[src/rtl/d_bus_arbiter.sv]
// Round-robin arbiter sharing the single RAM data port between two dcaches.
// A grant is held for one full block of WORDS_PER_BLK words, then priority rotates.
module d_bus_arbiter #(
  parameter int unsigned WORDS_PER_BLK = 2,
  parameter int unsigned ADDR_W        = 32,
  parameter int unsigned DATA_W        = 32
) (
  input  logic                   CLK,
  input  logic                   RST,
  input  logic [1:0]             dREN,
  input  logic [1:0]             dWEN,
  input  logic [1:0][ADDR_W-1:0] daddr,
  input  logic [1:0][DATA_W-1:0] dstore,
  output logic [1:0]             dwait_out,
  output logic [DATA_W-1:0]      dload_out,
  output logic                   ramREN,
  output logic                   ramWEN,
  output logic [ADDR_W-1:0]      ramaddr,
  output logic [DATA_W-1:0]      ramstore,
  input  logic [DATA_W-1:0]      ramload,
  input  logic                   ramwait,
  output logic [1:0]             grant
);

  localparam int unsigned WCNT_W = (WORDS_PER_BLK > 1) ? $clog2(WORDS_PER_BLK) : 1;

  typedef enum logic {IDLE = 1'b0, BUSY = 1'b1} state_t;

  state_t              r_state, w_nxt_state;
  logic                r_owner, w_nxt_owner;
  logic                r_last,  w_nxt_last;
  logic [WCNT_W-1:0]   r_wcnt,  w_nxt_wcnt;
  logic [1:0]          w_req;

  assign w_req     = dREN | dWEN;
  assign dload_out = ramload;

  // State registers; last=1 after reset so core 0 wins the first tie
  always_ff @(posedge CLK) begin
    if (RST) begin
      r_state <= IDLE;
      r_owner <= 1'b0;
      r_last  <= 1'b1;
      r_wcnt  <= '0;
    end else begin
      r_state <= w_nxt_state;
      r_owner <= w_nxt_owner;
      r_last  <= w_nxt_last;
      r_wcnt  <= w_nxt_wcnt;
    end
  end

  // Next-state and output decode
  always_comb begin
    w_nxt_state = r_state;
    w_nxt_owner = r_owner;
    w_nxt_last  = r_last;
    w_nxt_wcnt  = r_wcnt;
    dwait_out   = 2'b11;
    ramREN      = 1'b0;
    ramWEN      = 1'b0;
    ramaddr     = '0;
    ramstore    = '0;
    grant       = 2'b00;

    unique case (r_state)
      IDLE: begin
        if (w_req != 2'b00) begin
          w_nxt_state = BUSY;
          w_nxt_wcnt  = '0;
          unique case (w_req)
            2'b01:   w_nxt_owner = 1'b0;
            2'b10:   w_nxt_owner = 1'b1;
            default: w_nxt_owner = !r_last;
          endcase
        end
      end
      BUSY: begin
        ramaddr           = daddr[r_owner];
        ramstore          = dstore[r_owner];
        grant[r_owner]    = 1'b1;
        ramWEN            = dWEN[r_owner];
        ramREN            = dREN[r_owner] & !dWEN[r_owner];
        dwait_out[r_owner] = ramwait;
        if (!w_req[r_owner]) begin
          // Owner released early: block counts as finished
          w_nxt_state = IDLE;
          w_nxt_wcnt  = '0;
          w_nxt_last  = r_owner;
        end else if (!ramwait) begin
          if (r_wcnt == WCNT_W'(WORDS_PER_BLK - 1)) begin
            w_nxt_state = IDLE;
            w_nxt_wcnt  = '0;
            w_nxt_last  = r_owner;
          end else begin
            w_nxt_wcnt  = WCNT_W'(r_wcnt + 1'b1);
          end
        end
      end
      default: w_nxt_state = IDLE;
    endcase
  end

endmodule

[config.mk]
export PLATFORM = sky130hd
export DESIGN_NAME = d_bus_arbiter
export DESIGN_NICKNAME = d
export VERILOG_FILES = /design/src/rtl/d_bus_arbiter.sv
export SDC_FILE = /design/constraint.sdc
export NUM_CORES = 1
export LEC_CHECK = 0
export BUFFER_PORTS_ARGS = -buffer_cell sky130_fd_sc_hd__buf_2
export CORE_AREA = 4 4 102 104
export DETAILED_ROUTE_END_ITERATION = 10
export DIE_AREA = 0 0 106 108
export PLACE_DENSITY_LB_ADDON = 0.25
export REMOVE_ABC_BUFFERS = 1
export SYNTH_ARGS = -nofsm -noshare
export SYNTH_HDL_FRONTEND = slang
export SYNTH_SLANG_ARGS = --single-unit
export TNS_END_PERCENT = 5
[constraint.sdc]
create_clock -name CLK -period 1.7 [get_ports CLK]
set_input_delay 0.255 -clock CLK [delete_from_list [all_inputs] [get_ports CLK]]
set_output_delay 0.255 -clock CLK [all_outputs]
set_load 0.02 [all_outputs]
==> results_dict.tcl <==
set metrics [dict create \
    via_count 2109 \
    power_density_nw_per_um2 528 \
    routed_via_density 4.11 \
    combPwrFrac_pct 76.3 \
    die_area_um2 11400 \
    holdPathEnd "r_owner" \
    status "finished, final reports clean" \
    setup_viol 0 \
    synth_warnings 0 \
    drv_slew 0 \
    rrSetupSlack_ns 0.26 \
    cp_cell_sequence "buf_12 -> mux2i_1 -> nor2b_1 -> buf_2" \
    crit_family "flip-flops" \
    start_kind "flop" \
    wl_per_cell_um 14.3 \
    cts_root_buf "clkbuf_8" \
    layout_setup_ws_ns 0.152 \
    cts_sinks 4 \
    grt_pass1_vias 2145 \
    wl_um 7310 \
    core_area_um2 9550 \
    required_ns 1.44 \
    drt_iter0_markers 66 \
    p_int_mw 0.764 \
    cts-htree-levels 1 \
    io_pins 269 \
    pwr-share-seq_pct 8.4 \
    ys_top_cells_by_area "mux2i_1 39%, nor2b_1 25%, buf_4 17%" \
    rows 36 \
    ys_ff_latch 4 \
    gp_congestion 0.756 \
    finalHoldViolations 0 \
    p_sw_mw 0.658 \
    worst-path-max-fanout 23 \
    drcViolationCount 0 \
    final_cell_mix "204 x buf_2, 68 x nor2b_1, 65 x mux2i_1" \
    critPathBufInv 2 \
    rr_worst_depth 4 \
    critPathKind "flop to output pin" \
    grt_overflow 0 \
    die_h_um 108 \
    maxSlewHeadroom_pct 76.3 \
    maxCapViolCount 0 \
    dr.pass1.iters 4 \
    drive_gt1_share_pct 57.6 \
    ir_drop_v 0.000169 \
    start_util_pct 17.5 \
    clock_latency_ns 0.22 \
    synth_area_leader_cell "mux2i_1" \
    end_kind "output pin" \
    num-nets-final 548 \
    finish.utilization_pct 28.2 \
    yosysUniqueCellTypes 26 \
    syn_to_final_growth_pct 60.6 \
    port_buffers 204 \
    min-delay-path-class "primary input to flop" \
    dpl.hpwl_um 6220 \
    holdBufCountCts 0 \
    antenna_found_initial 0 \
    critical_path.max_stage_delay_ns 0.42 \
    syn_inst 212 \
    timing.fmax_mhz 646 \
    hp-start "RST" \
    grt_usage_pct 11.6 \
    ys_seq_area_share_pct 4.78 \
    ant_nets 0 \
    syn_area_um2 1680 \
    worst_pin_slew_ns 0.346 \
    tritoncts "built" \
    critPathArrivalTime_ns 1.29 \
    clockBufferDepth 2 \
    synth_top_area_share_pct 38.8 \
    grt_start_max_net_pins 44 \
    fin_skew_ns 0.00465 \
    die_w_um 106 \
    period_share_pct 91.1 \
    period_needed_ns 1.55 \
    diodes 0 \
    rsz0062_at_grt "no" \
    timing.rr.end "r_wcnt" \
    p_leak_nw 1.35 \
    path_clk_slew_ns 0.04 \
    timing.rr.start "r_owner" \
    grt_pass1_wl_um 10700 \
    cts_made_buffers 3 \
    crit_path_top_delay_cell "dfxtp_4" \
    sw_frac_of_total_pct 46.3 \
    mostFrequentLayoutCell "buf_2" \
    hold_path_depth 2 \
    syn_avg_cell_area_um2 7.90 \
    power_frac_clock_pct 15.3 \
    dpl_worst_slack_ns 0.238 \
]
==> cells by family after synthesis <==
| logic type | synth area share (%) |
|---|---|
| flip-flops | 4.78 |
| buffers and inverters | 20.0 |
| multiplexers | 38.8 |
| AND/OR/NAND/NOR | 31.4 |
| AO/OA/AOI/OAI | 5.00 |
==> through the flow <==
step                hold WS (ns)  area [um2]  power [mW]  cells  TNS [ns]
floorplan                  0.324        1340       0.782    164   -120.94
global placement           0.476        2630        1.21    507         0
detailed placement         0.480        2630        1.21    507         0
CTS                        0.301        2690        1.44    513         0
global route               0.313        2690        1.53    513         0
finish                     0.300        2690        1.42    513         0
==> routing by layer <==
metal  part of all wire (%)  global-route usage [%]  vias to the layer above
li1                       -                       -                     1027
met1                     39                    13.7                      899
met2                     43                    17.9                      176
met3                     17                    7.16                        7
met4                   0.78                    2.22                        0
met5                      0                    2.68                        -
==> area by class of cell <==
cell class / instances / area (um2)
sequential: 4 / 85.1
inverter: 1 / 3.75
multi-input combinational: 159 / 1260
fill: 1059 / 6860
tap: 133 / 166
clock buffer: 4 / 45.0
timing repair buffer: 212 / 1130
==> cells in the mapped netlist <==
cell type,instances
mux2i_1,65
clkbuf_1,6
and4bb_1,1
and2_1,1
dfxtp_1,4
nand3_1,1
a32oi_1,1
a21o_1,1
or3_1,1
nor2b_1,68
a2111oi_0,2
a2111oi_2,1
or3b_1,2
o21ai_0,4
inv_1,1
or2b_1,1
nand2b_1,2
buf_4,37
nor3_1,1
buf_6,1
nor4_1,1
buf_2,4
a221o_1,1
nor2_1,3
nor3_2,1
a21oi_1,1
==> state kept, by name (all words and copies together) (netlist names) <==
signal / cells
r_last: 1
r_owner: 1
r_state: 1
r_wcnt: 1
==> power by group through the flow <==
stage	registers, mW	logic, mW	clock network [mW]
4_1_cts	0.121	1.10	0.224
5_1_grt	0.122	1.18	0.230
2_1_floorplan	0.193	0.589	0
3_5_place_dp	0.129	1.08	0
6_report	0.120	1.08	0.218
3_3_place_gp	0.130	1.08	0
==> how the worst max path moves through the flow <==
stage               slack, ns  depth (start not counted)            to    start
floorplan               -1.94                          2  dwait_out[0]  r_owner
global placement         0.26                          4   ramaddr[29]  r_owner
detailed placement       0.24                          4   ramaddr[10]  r_owner
CTS                      0.12                          4   ramaddr[10]  r_owner
global route             0.04                          4  ramstore[26]  r_owner
finish                   0.15                          4   ramaddr[10]  r_owner
==> repair_timing <==
| item | in CTS | in global routing |
|---|---|---|
| setup endpoints to repair | 3 | 0 |
| resized for setup | 0 | 0 |
| buffers inserted | 2 | 0 |
(Power assumes the default switching activity.)
